===== src/rtl/wb_target_sequencer.sv =====
// wb_target_sequencer
//   Registered Wishbone request sequencer sitting between the host port and
//   the downstream targets (GPIO ctl, LA ctl, team designs 1..NUM_TEAMS).
//   Each accepted host cycle produces exactly one target strobe, waits for
//   the selected target's ack and returns a single-cycle host ack. Unmapped
//   selects complete immediately with ERR_DATA. A watchdog, built only when
//   WB_SEQ_TIMEOUT_EN is defined, forces an error completion on a hung target.
//
// Ports
//   wb_clk_i       clock
//   wb_rst_i       synchronous active-high reset
//   wbs_cyc_i      host cycle
//   wbs_stb_i      host strobe
//   wbs_adr_i      host address; select field at [SEL_LSB +: SEL_WIDTH]
//   wbs_ack_o      host ack, one-cycle pulse
//   wbs_dat_o      host read data, valid with wbs_ack_o
//   tgt_stb_o      one-hot target strobe (0 GPIO, 1 LA, k+1 team k)
//   adr_truncated  {16'b0, latched wbs_adr_i[15:0]}
//   tgt_ack_i      target acks
//   tgt_dat_i      target read data, target i at [32*i +: 32]
//   busy_o         high while not IDLE
//   timeout_o      one-cycle pulse on watchdog completion (0 without the macro)
//
// Configuration macro: WB_SEQ_TIMEOUT_EN
//
// State table
//   state | meaning
//   IDLE  | waiting for host cyc&stb
//   BUSY  | strobing the selected target, waiting for its ack
//   ACK   | host ack cycle; request acceptance blocked for this cycle

module wb_target_sequencer #(
  parameter int          NUM_TEAMS      = 1,
  parameter int          SEL_LSB        = 16,
  parameter int          SEL_WIDTH      = 4,
  parameter int          TIMEOUT_CYCLES = 255,
  parameter logic [31:0] ERR_DATA       = 32'hBADD_A7A0,
  localparam int         N_TGT          = NUM_TEAMS + 2
) (
  input  logic                 wb_clk_i,
  input  logic                 wb_rst_i,
  input  logic                 wbs_cyc_i,
  input  logic                 wbs_stb_i,
  input  logic [31:0]          wbs_adr_i,
  output logic                 wbs_ack_o,
  output logic [31:0]          wbs_dat_o,
  output logic [N_TGT-1:0]     tgt_stb_o,
  output logic [31:0]          adr_truncated,
  input  logic [N_TGT-1:0]     tgt_ack_i,
  input  logic [32*N_TGT-1:0]  tgt_dat_i,
  output logic                 busy_o,
  output logic                 timeout_o
);

  typedef enum logic [1:0] {IDLE, BUSY, ACK} state_e;

  state_e                 state_q;
  logic [SEL_WIDTH-1:0]   sel_q;
  logic [15:0]            adr_q;
  logic                   ack_q;
  logic [31:0]            dat_q;
  logic [N_TGT-1:0]       stb_q;
  logic                   busy_q;

  logic [SEL_WIDTH-1:0]   sel_in;
  logic                   sel_in_mapped;
  logic [N_TGT-1:0]       stb_onehot;
  logic                   ack_hit;
  logic [31:0]            dat_hit;
  logic                   unused_adr_parity;

  assign sel_in = wbs_adr_i[SEL_LSB +: SEL_WIDTH];
  // Compare one bit wider so N_TGT == 2**SEL_WIDTH does not wrap to zero.
  assign sel_in_mapped = ({1'b0, sel_in} < (SEL_WIDTH+1)'(N_TGT));
  // Address bits outside the select and low-16 fields are intentionally ignored.
  assign unused_adr_parity = ^wbs_adr_i;

  // Decode the incoming select into a strobe, and the latched select into
  // the ack/data mux. Loop form avoids indexing with an over-wide select.
  always_comb begin
    stb_onehot = '0;
    ack_hit    = 1'b0;
    dat_hit    = '0;
    for (int i = 0; i < N_TGT; i++) begin
      if (sel_in == SEL_WIDTH'(i)) stb_onehot[i] = 1'b1;
      if (sel_q == SEL_WIDTH'(i)) begin
        ack_hit = tgt_ack_i[i];
        dat_hit = tgt_dat_i[32*i +: 32];
      end
    end
  end

`ifdef WB_SEQ_TIMEOUT_EN
  localparam int CNT_W = $clog2(TIMEOUT_CYCLES + 1);
  logic [CNT_W-1:0] cnt_q;
  logic             timeout_q;
  assign timeout_o = timeout_q;
`else
  assign timeout_o = 1'b0;
`endif

  always_ff @(posedge wb_clk_i) begin
    if (wb_rst_i) begin
      state_q   <= IDLE;
      sel_q     <= '0;
      adr_q     <= '0;
      ack_q     <= 1'b0;
      dat_q     <= '0;
      stb_q     <= '0;
      busy_q    <= 1'b0;
`ifdef WB_SEQ_TIMEOUT_EN
      cnt_q     <= '0;
      timeout_q <= 1'b0;
`endif
    end else begin
      case (state_q)
        IDLE: begin
          if (wbs_cyc_i && wbs_stb_i) begin
            sel_q  <= sel_in;
            adr_q  <= wbs_adr_i[15:0];
            busy_q <= 1'b1;
            if (sel_in_mapped) begin
              state_q <= BUSY;
              stb_q   <= stb_onehot;
`ifdef WB_SEQ_TIMEOUT_EN
              cnt_q   <= '0;
`endif
            end else begin
              // Unmapped target: complete at once without touching any target.
              state_q <= ACK;
              ack_q   <= 1'b1;
              dat_q   <= ERR_DATA;
            end
          end
        end
        BUSY: begin
          // Abort outranks ack: the host has left, so no ack may be returned.
          if (!wbs_cyc_i) begin
            state_q <= IDLE;
            stb_q   <= '0;
            busy_q  <= 1'b0;
`ifdef WB_SEQ_TIMEOUT_EN
            cnt_q   <= '0;
`endif
          end else if (ack_hit) begin
            state_q <= ACK;
            stb_q   <= '0;
            ack_q   <= 1'b1;
            dat_q   <= dat_hit;
          end
`ifdef WB_SEQ_TIMEOUT_EN
          else if (cnt_q == CNT_W'(TIMEOUT_CYCLES - 1)) begin
            state_q   <= ACK;
            stb_q     <= '0;
            ack_q     <= 1'b1;
            timeout_q <= 1'b1;
            dat_q     <= ERR_DATA;
          end else begin
            cnt_q <= cnt_q + 1'b1;
          end
`endif
        end
        ACK: begin
          state_q <= IDLE;
          ack_q   <= 1'b0;
          busy_q  <= 1'b0;
`ifdef WB_SEQ_TIMEOUT_EN
          timeout_q <= 1'b0;
          cnt_q     <= '0;
`endif
        end
        default: state_q <= IDLE;
      endcase
    end
  end

  assign wbs_ack_o     = ack_q;
  assign wbs_dat_o     = dat_q;
  assign tgt_stb_o     = stb_q;
  assign adr_truncated = {16'b0, adr_q};
  assign busy_o        = busy_q;

endmodule

===== config.mk =====
export PLATFORM = sky130hd
export DESIGN_NAME = wb_target_sequencer
export DESIGN_NICKNAME = d
export VERILOG_FILES = /design/src/rtl/wb_target_sequencer.sv
export SDC_FILE = /design/constraint.sdc
export NUM_CORES = 1
export LEC_CHECK = 0
export ABC_AREA = 1
export CAP_MARGIN = 20
export CORE_MARGIN = 10
export CORE_UTILIZATION = 30
export CTS_BUF_LIST = sky130_fd_sc_hd__clkbuf_2
export DETAILED_ROUTE_END_ITERATION = 12
export PLACE_DENSITY = 0.71
export SYNTH_ARGS = -nofsm -noshare
export SYNTH_HDL_FRONTEND = slang
export SYNTH_SLANG_ARGS = --single-unit

===== constraint.sdc =====
create_clock -name wb_clk_i -period 2.2 [get_ports wb_clk_i]
set_clock_uncertainty 0.1 [all_clocks]
set_input_delay 0.55 -clock wb_clk_i [delete_from_list [all_inputs] [get_ports wb_clk_i]]
set_output_delay 0.55 -clock wb_clk_i [all_outputs]
set_load 0.02 [all_outputs]

==> metrics.cfg, run 1 <==
[setup_path]
cp_slowest_stage_delay_ps = 380
r2r_cells = 11
start_kind = flop
critPathTopFamily = flip-flops
cp_slowest_cell = dfxtp_1
crit_required_ps = 1550
arrival_ps = 1280
crit_buf_inv = 1
crit_chain = dlygate4sd2_1
endpoint_kind = output pin
worstPathMaxFanout = 2
path_depth = 1
critPathKind = reg2out

[cts]
clk-insertion-delay-late_ps = 550
clkSinkCount = 59
cts_buffers = 9
tritoncts = yes
htree_levels = 3
holdBufCountCts = 0
path_clk_slew_ps = 190
clockRootBuffer = clkbuf_2
cts_buffer_depth = 2

[run_status]
status = finished, final reports clean

[grt]
grt_pass1_vias = 4066
antenna_found_initial = 0
grtUsageTotal = 0.148
gr-total-overflow = 0
grt_max_degree = 45
grt_pass1_wl_microns = 21100

[logic_synthesis]
ys_ff_latch = 59
ys_warn_count = 0
yosysTopAreaCell = dfxtp_1
syn_area_sq_um = 3740
synth_area_per_cell_sq_um = 5.99
synth_mux_area_frac = 0
synthAdderAreaFrac = 0.0134
synth_compound_area_frac = 0.0682
synth_area_leaders = dfxtp_1 32%, nand3_1 14%, nand2_1 14%, inv_1 8.2%, nor2_1 7.8%
synth_cells = 625
synth_top_area_share = 0.316
synth_top_family_by_area = simple AND/OR/NAND/NOR gates
synth-seq-area-share = 0.316
synth_xor_area_frac = 0
synthSimpleGateAreaFrac = 0.418
yosysUniqueCellTypes = 24

[die]
io_pins = 205
core-area_sq_um = 12100
die-height_microns = 132
start_util = 0.309
dieArea_sq_um = 17300
die_x_microns = 132
num_rows = 40

[timing]
fmax_ghz = 0.517
setup_violations = 0
rsz0062_at_grt = no
drv_slew = 0
min_period_ps = 1930
hold_viol = 0
holdWs_ps = 350
tns_ps = 0
finalCritPeriodShare = 0.879

[power_and_ir_drop]
power_density_nw_per_um2 = 1070
cellLeakagePower_nw = 2.85
vdd_ir_drop_max_v = 0.000933

[detailed_routing]
first_pass_iters = 6
avgViaCountPerCell = 4.37
routed_wl_microns = 13100
ant_nets = 0
drt_iter0_markers = 186
drc = 0
vias = 4215
wl_per_cell_microns = 13.6

[final_layout]
area_delta_synth_final_pct = 53.1
stdcell_area_sq_um = 5730
final.fill_count = 1290
drive_gt1_frac = 0.0704
fin_nets = 930
final_cell_mix = 140 x nand2_1, 122 x clkdlybuf4s50_1, 106 x nand3_1
layout.cells.most_common = nand2_1
diodes = 0

[flow_run]
cap_violations = 0

[placed_design]
hpwl_microns = 9990
dpl_cell_area_sq_um = 5660
gp_congestion = 0.826
portBuffers = 175

[min_path]
whs_path_depth = 2
hold_class = reg2reg

## flip-flops by register name (all words and copies together), names as in the netlist
| register | cells |
|---|---|
| wbs_dat_o | 32 |
| adr_q | 16 |
| sel_q | 4 |
| tgt_stb_o | 3 |
| state_q | 2 |
| busy_o | 1 |
| wbs_ack_o | 1 |
## synthesized netlist by cell type
master    instances
a21oi_1          25
a311oi_1          1
buf_1             4
buf_2            16
buf_4            21
clkbuf_1         17
clkinv_1         10
conb_1            1
dfxtp_1          59
ha_1              4
inv_1            82
inv_2             7
nand2_1         140
nand2_2           3
nand3_1         106
nand3_4           1
nand4_1          21
nor2_1           78
nor2_2            3
nor2_4            2
nor3b_1           1
o211ai_1          1
o21ai_0          21
o21ai_2           1
## path summary, 6_finish.rpt
path / from / end / slack (ps)
setup / recovery: adr_q[9]$_SDFFE_PP0P_ / adr_truncated[9] / 270
hold / removal: adr_q[8]$_SDFFE_PP0P_ / adr_q[8]$_SDFFE_PP0P_ / 350
setup reg to reg: state_q[1]$_SDFFE_PP0P_ / wbs_dat_o[8]$_SDFFE_PP0P_ / 370
hold reg to reg: adr_q[8]$_SDFFE_PP0P_ / adr_q[8]$_SDFFE_PP0P_ / 350
## per-layer routing
| metal | track usage | share of wire |
|---|---|---|
| met1 | 0.172 | 0.43 |
| met5 | 0 | 0 |
| met3 | 0.0678 | 0.092 |
| met2 | 0.235 | 0.46 |
| met4 | 0.0494 | 0.017 |
## where the power goes
part | total, W | switching, W | internal (W)
logic | 0.00372 | 0.00229 | 0.00143
registers | 0.00160 | 0.000169 | 0.00143
clock network | 0.000829 | 0.000447 | 0.000382
## cell families (layout without fill, tap and decap cells)
| kind of cell | after synthesis | in the layout |
|---|---|---|
| buffers and inverters | 157 | 312 |
| DFF | 59 | 59 |
| other | 1 | 17 |
| AOI/OAI and AO/OA | 49 | 49 |
| and+or+nand+nor | 355 | 355 |
| adders and majority gates | 4 | 4 |
## through the flow
step	worst slack [ps]	std cells	util	power, W
after floorplan	380	641	-	0.00410
after global placement	40.8	948	0.467	0.00559
after detailed placement	22.0	948	0.467	0.00561
after CTS	187	964	0.473	0.00624
after global routing	150	964	0.473	0.00680
final	266	964	0.473	0.00615
## layout make-up
| type | instances | area [sq um] | share of cell area |
|---|---|---|---|
| Sequential cell | 59 | 1180 | 0.206 |
| Clock inverter | 6 | 90.1 | 0.0157 |
| Timing Repair Buffer | 197 | 1890 | 0.329 |
| Multi-Input combinational cell | 425 | 1940 | 0.338 |
| Clock buffer | 10 | 50.0 | 0.00873 |
| Inverter | 99 | 372 | 0.0648 |
| Tap cell | 168 | 210 | 0.0367 |
## what timing repair did
item	4_1_cts	5_1_grt
setup buffers	0	0
gates resized for setup	53	0
endpoints found under the setup margin	53	0
No activity file was read; power rests on OpenSTA's default activity.
==> inputs of run 2 (changes only) <==
--- a/config.mk
+++ b/config.mk
@@ -7,7 +7,6 @@
 export LEC_CHECK = 0
 export ABC_AREA = 1
 export CAP_MARGIN = 20
-export CORE_MARGIN = 10
 export CORE_UTILIZATION = 30
 export CTS_BUF_LIST = sky130_fd_sc_hd__clkbuf_2
 export DETAILED_ROUTE_END_ITERATION = 12
==> metrics.cfg, run 2 (synthesis gave the netlist of run 1 again) <==
[run_status]
status = finished, final reports clean

[timing]
rsz0062_at_grt = no
tns_ps = 0  ; unchanged
drv_slew = 0  ; unchanged
finalCritPeriodShare = 0.877  ; -0.00252
hold_viol = 0  ; unchanged
setup_violations = 0  ; unchanged
min_period_ps = 1930  ; -5.54 ps
fmax_ghz = 0.519  ; +0.29%

[die]
start_util = 0.309  ; unchanged
die-height_microns = 114  ; -14%
core-area_sq_um = 12100  ; unchanged
num_rows = 40  ; unchanged
die_x_microns = 114  ; -14%
io_pins = 205  ; unchanged
dieArea_sq_um = 12900  ; -25%

[setup_path]
reg2reg_from = state_q[1]$_SDFFE_PP0P_
critPathLaunch = wbs_dat_o[0]$_SDFFE_PP0P_
ff2ff_setup_slack_ps = 330  ; -40 ps
crit_chain = dlygate4sd2_1
critPathTopFamily = flip-flops
endpoint_kind = output pin
start_kind = flop
critPathKind = reg2out
cp_slowest_stage_delay_ps = 370  ; about the same
worstPathMaxFanout = 2  ; unchanged
cp_slowest_cell = dfxtp_1
path_depth = 1  ; unchanged
crit_buf_inv = 1  ; unchanged
r2r_cells = 11  ; unchanged
arrival_ps = 1280  ; about the same
r2r_end = wbs_dat_o[7]$_SDFFE_PP0P_
crit_required_ps = 1550  ; about the same

[final_layout]
fin_nets = 931  ; +0.11%
layout.cells.most_common = nand2_1
stdcell_area_sq_um = 5760  ; +0.52%
multi_input_area_sq_um = 1940  ; unchanged
largest_register_ffs = 32  ; unchanged
diodes = 0  ; unchanged
ff_latch_area_sq_um = 1180  ; unchanged
final_cell_mix = 140 x nand2_1, 122 x clkdlybuf4s50_1, 106 x nand3_1
drive_gt1_frac = 0.0690  ; -0.00134
area_delta_synth_final_pct = 53.9
final.fill_count = 1299  ; +0.70%

[cts]
cts_buffers = 9  ; unchanged
cts_buffer_depth = 2  ; unchanged
clockRootBuffer = clkbuf_2
clk-insertion-delay-late_ps = 540  ; about the same
htree_levels = 3  ; unchanged
clkSinkCount = 59  ; unchanged
tritoncts = yes
path_clk_slew_ps = 190  ; about the same
holdBufCountCts = 0  ; unchanged

[grt]
gr-total-overflow = 0  ; unchanged
grtUsageTotal = 0.186  ; +0.0378
antenna_found_initial = 0  ; unchanged
grt_pass1_vias = 3897  ; -4.2%
grt_max_degree = 60  ; +33%
grt_pass1_wl_microns = 18700  ; -11%

[power_and_ir_drop]
cellLeakagePower_nw = 2.86  ; +0.35%
power_density_nw_per_um2 = 1060  ; -1.6%
vdd_ir_drop_max_v = 0.000870  ; -6.8%

[placed_design]
gp_congestion = 0.787  ; -4.6%
hpwl_microns = 8240  ; -18%
dpl_cell_area_sq_um = 5690  ; +0.58%
portBuffers = 175  ; unchanged

[detailed_routing]
wl_per_cell_microns = 11.9  ; -13%
vias = 4179  ; -0.85%
drc = 0  ; unchanged
first_pass_iters = 4  ; -2
ant_nets = 0  ; unchanged
avgViaCountPerCell = 4.33  ; -0.96%
drt_iter0_markers = 199  ; +7.0%
routed_wl_microns = 11500  ; -13%

[min_path]
hp-start = adr_q[7]$_SDFFE_PP0P_
whs_path_depth = 2  ; unchanged
hold-path-endpoint = adr_q[7]$_SDFFE_PP0P_
hold_class = reg2reg

[flow_run]
cap_violations = 0  ; unchanged

run 2: changes by cell type in the layout (fill, tap and decap cells not counted), sizes merged:
cell | before | now
buf | 22 | 23
clkbuf | 10 | 9
clkinv | 13 | 14
run 2: per-layer routing:
layer,global-route usage,routed length (microns)
met1,0.225,5180
met2,0.308,5260
met3,0.0712,927
met4,0.0482,97
met5,0,0
run 2: timing repair:
item | in CTS | in global routing
gates resized for setup | 53 | 0
endpoints found under the hold margin | 0 | 0
buffers inserted | 0 | 0
endpoints found under the setup margin | 53 | 0
run 2: per-stage QoR:
stage	total power [W]	hold WS (ps)	util	instances	worst slack [ps]
3_3_place_gp	0.00553	330	0.470	949	-17.5
2_1_floorplan	0.00410	335	-	641	380
6_report	0.00608	353	0.476	965	272
4_1_cts	0.00618	354	0.476	965	164
3_5_place_dp	0.00555	335	0.470	949	-10.1
5_1_grt	0.00670	380	0.476	965	100
run 2: worst max-delay path by stage:
stage | to | slack [ps]
after global placement | wbs_dat_o[13]$_SDFFE_PP0P_ | -20
after floorplan | wbs_dat_o[18]$_SDFFE_PP0P_ | 380
final | wbs_dat_o[0] | 270
after detailed placement | wbs_dat_o[30]$_SDFFE_PP0P_ | -10
after CTS | wbs_dat_o[0] | 160
after global routing | wbs_dat_o[15]$_SDFFE_PP0P_ | 100
run 2: cell type report:
cell class	count	share of cell area
Sequential cell	59	0.205
Multi-Input combinational cell	425	0.337
Timing Repair Buffer	198	0.333
Clock inverter	7	0.0161
Clock buffer	9	0.00782
Inverter	99	0.0645
Tap cell	168	0.0365
run 2: power breakdown:
group | leakage [nW] | switching, W | internal, W
sequential | 0.487 | 0.000173 | 0.00143
clock | 0.0772 | 0.000445 | 0.000372
combinational | 2.29 | 0.00225 | 0.00141
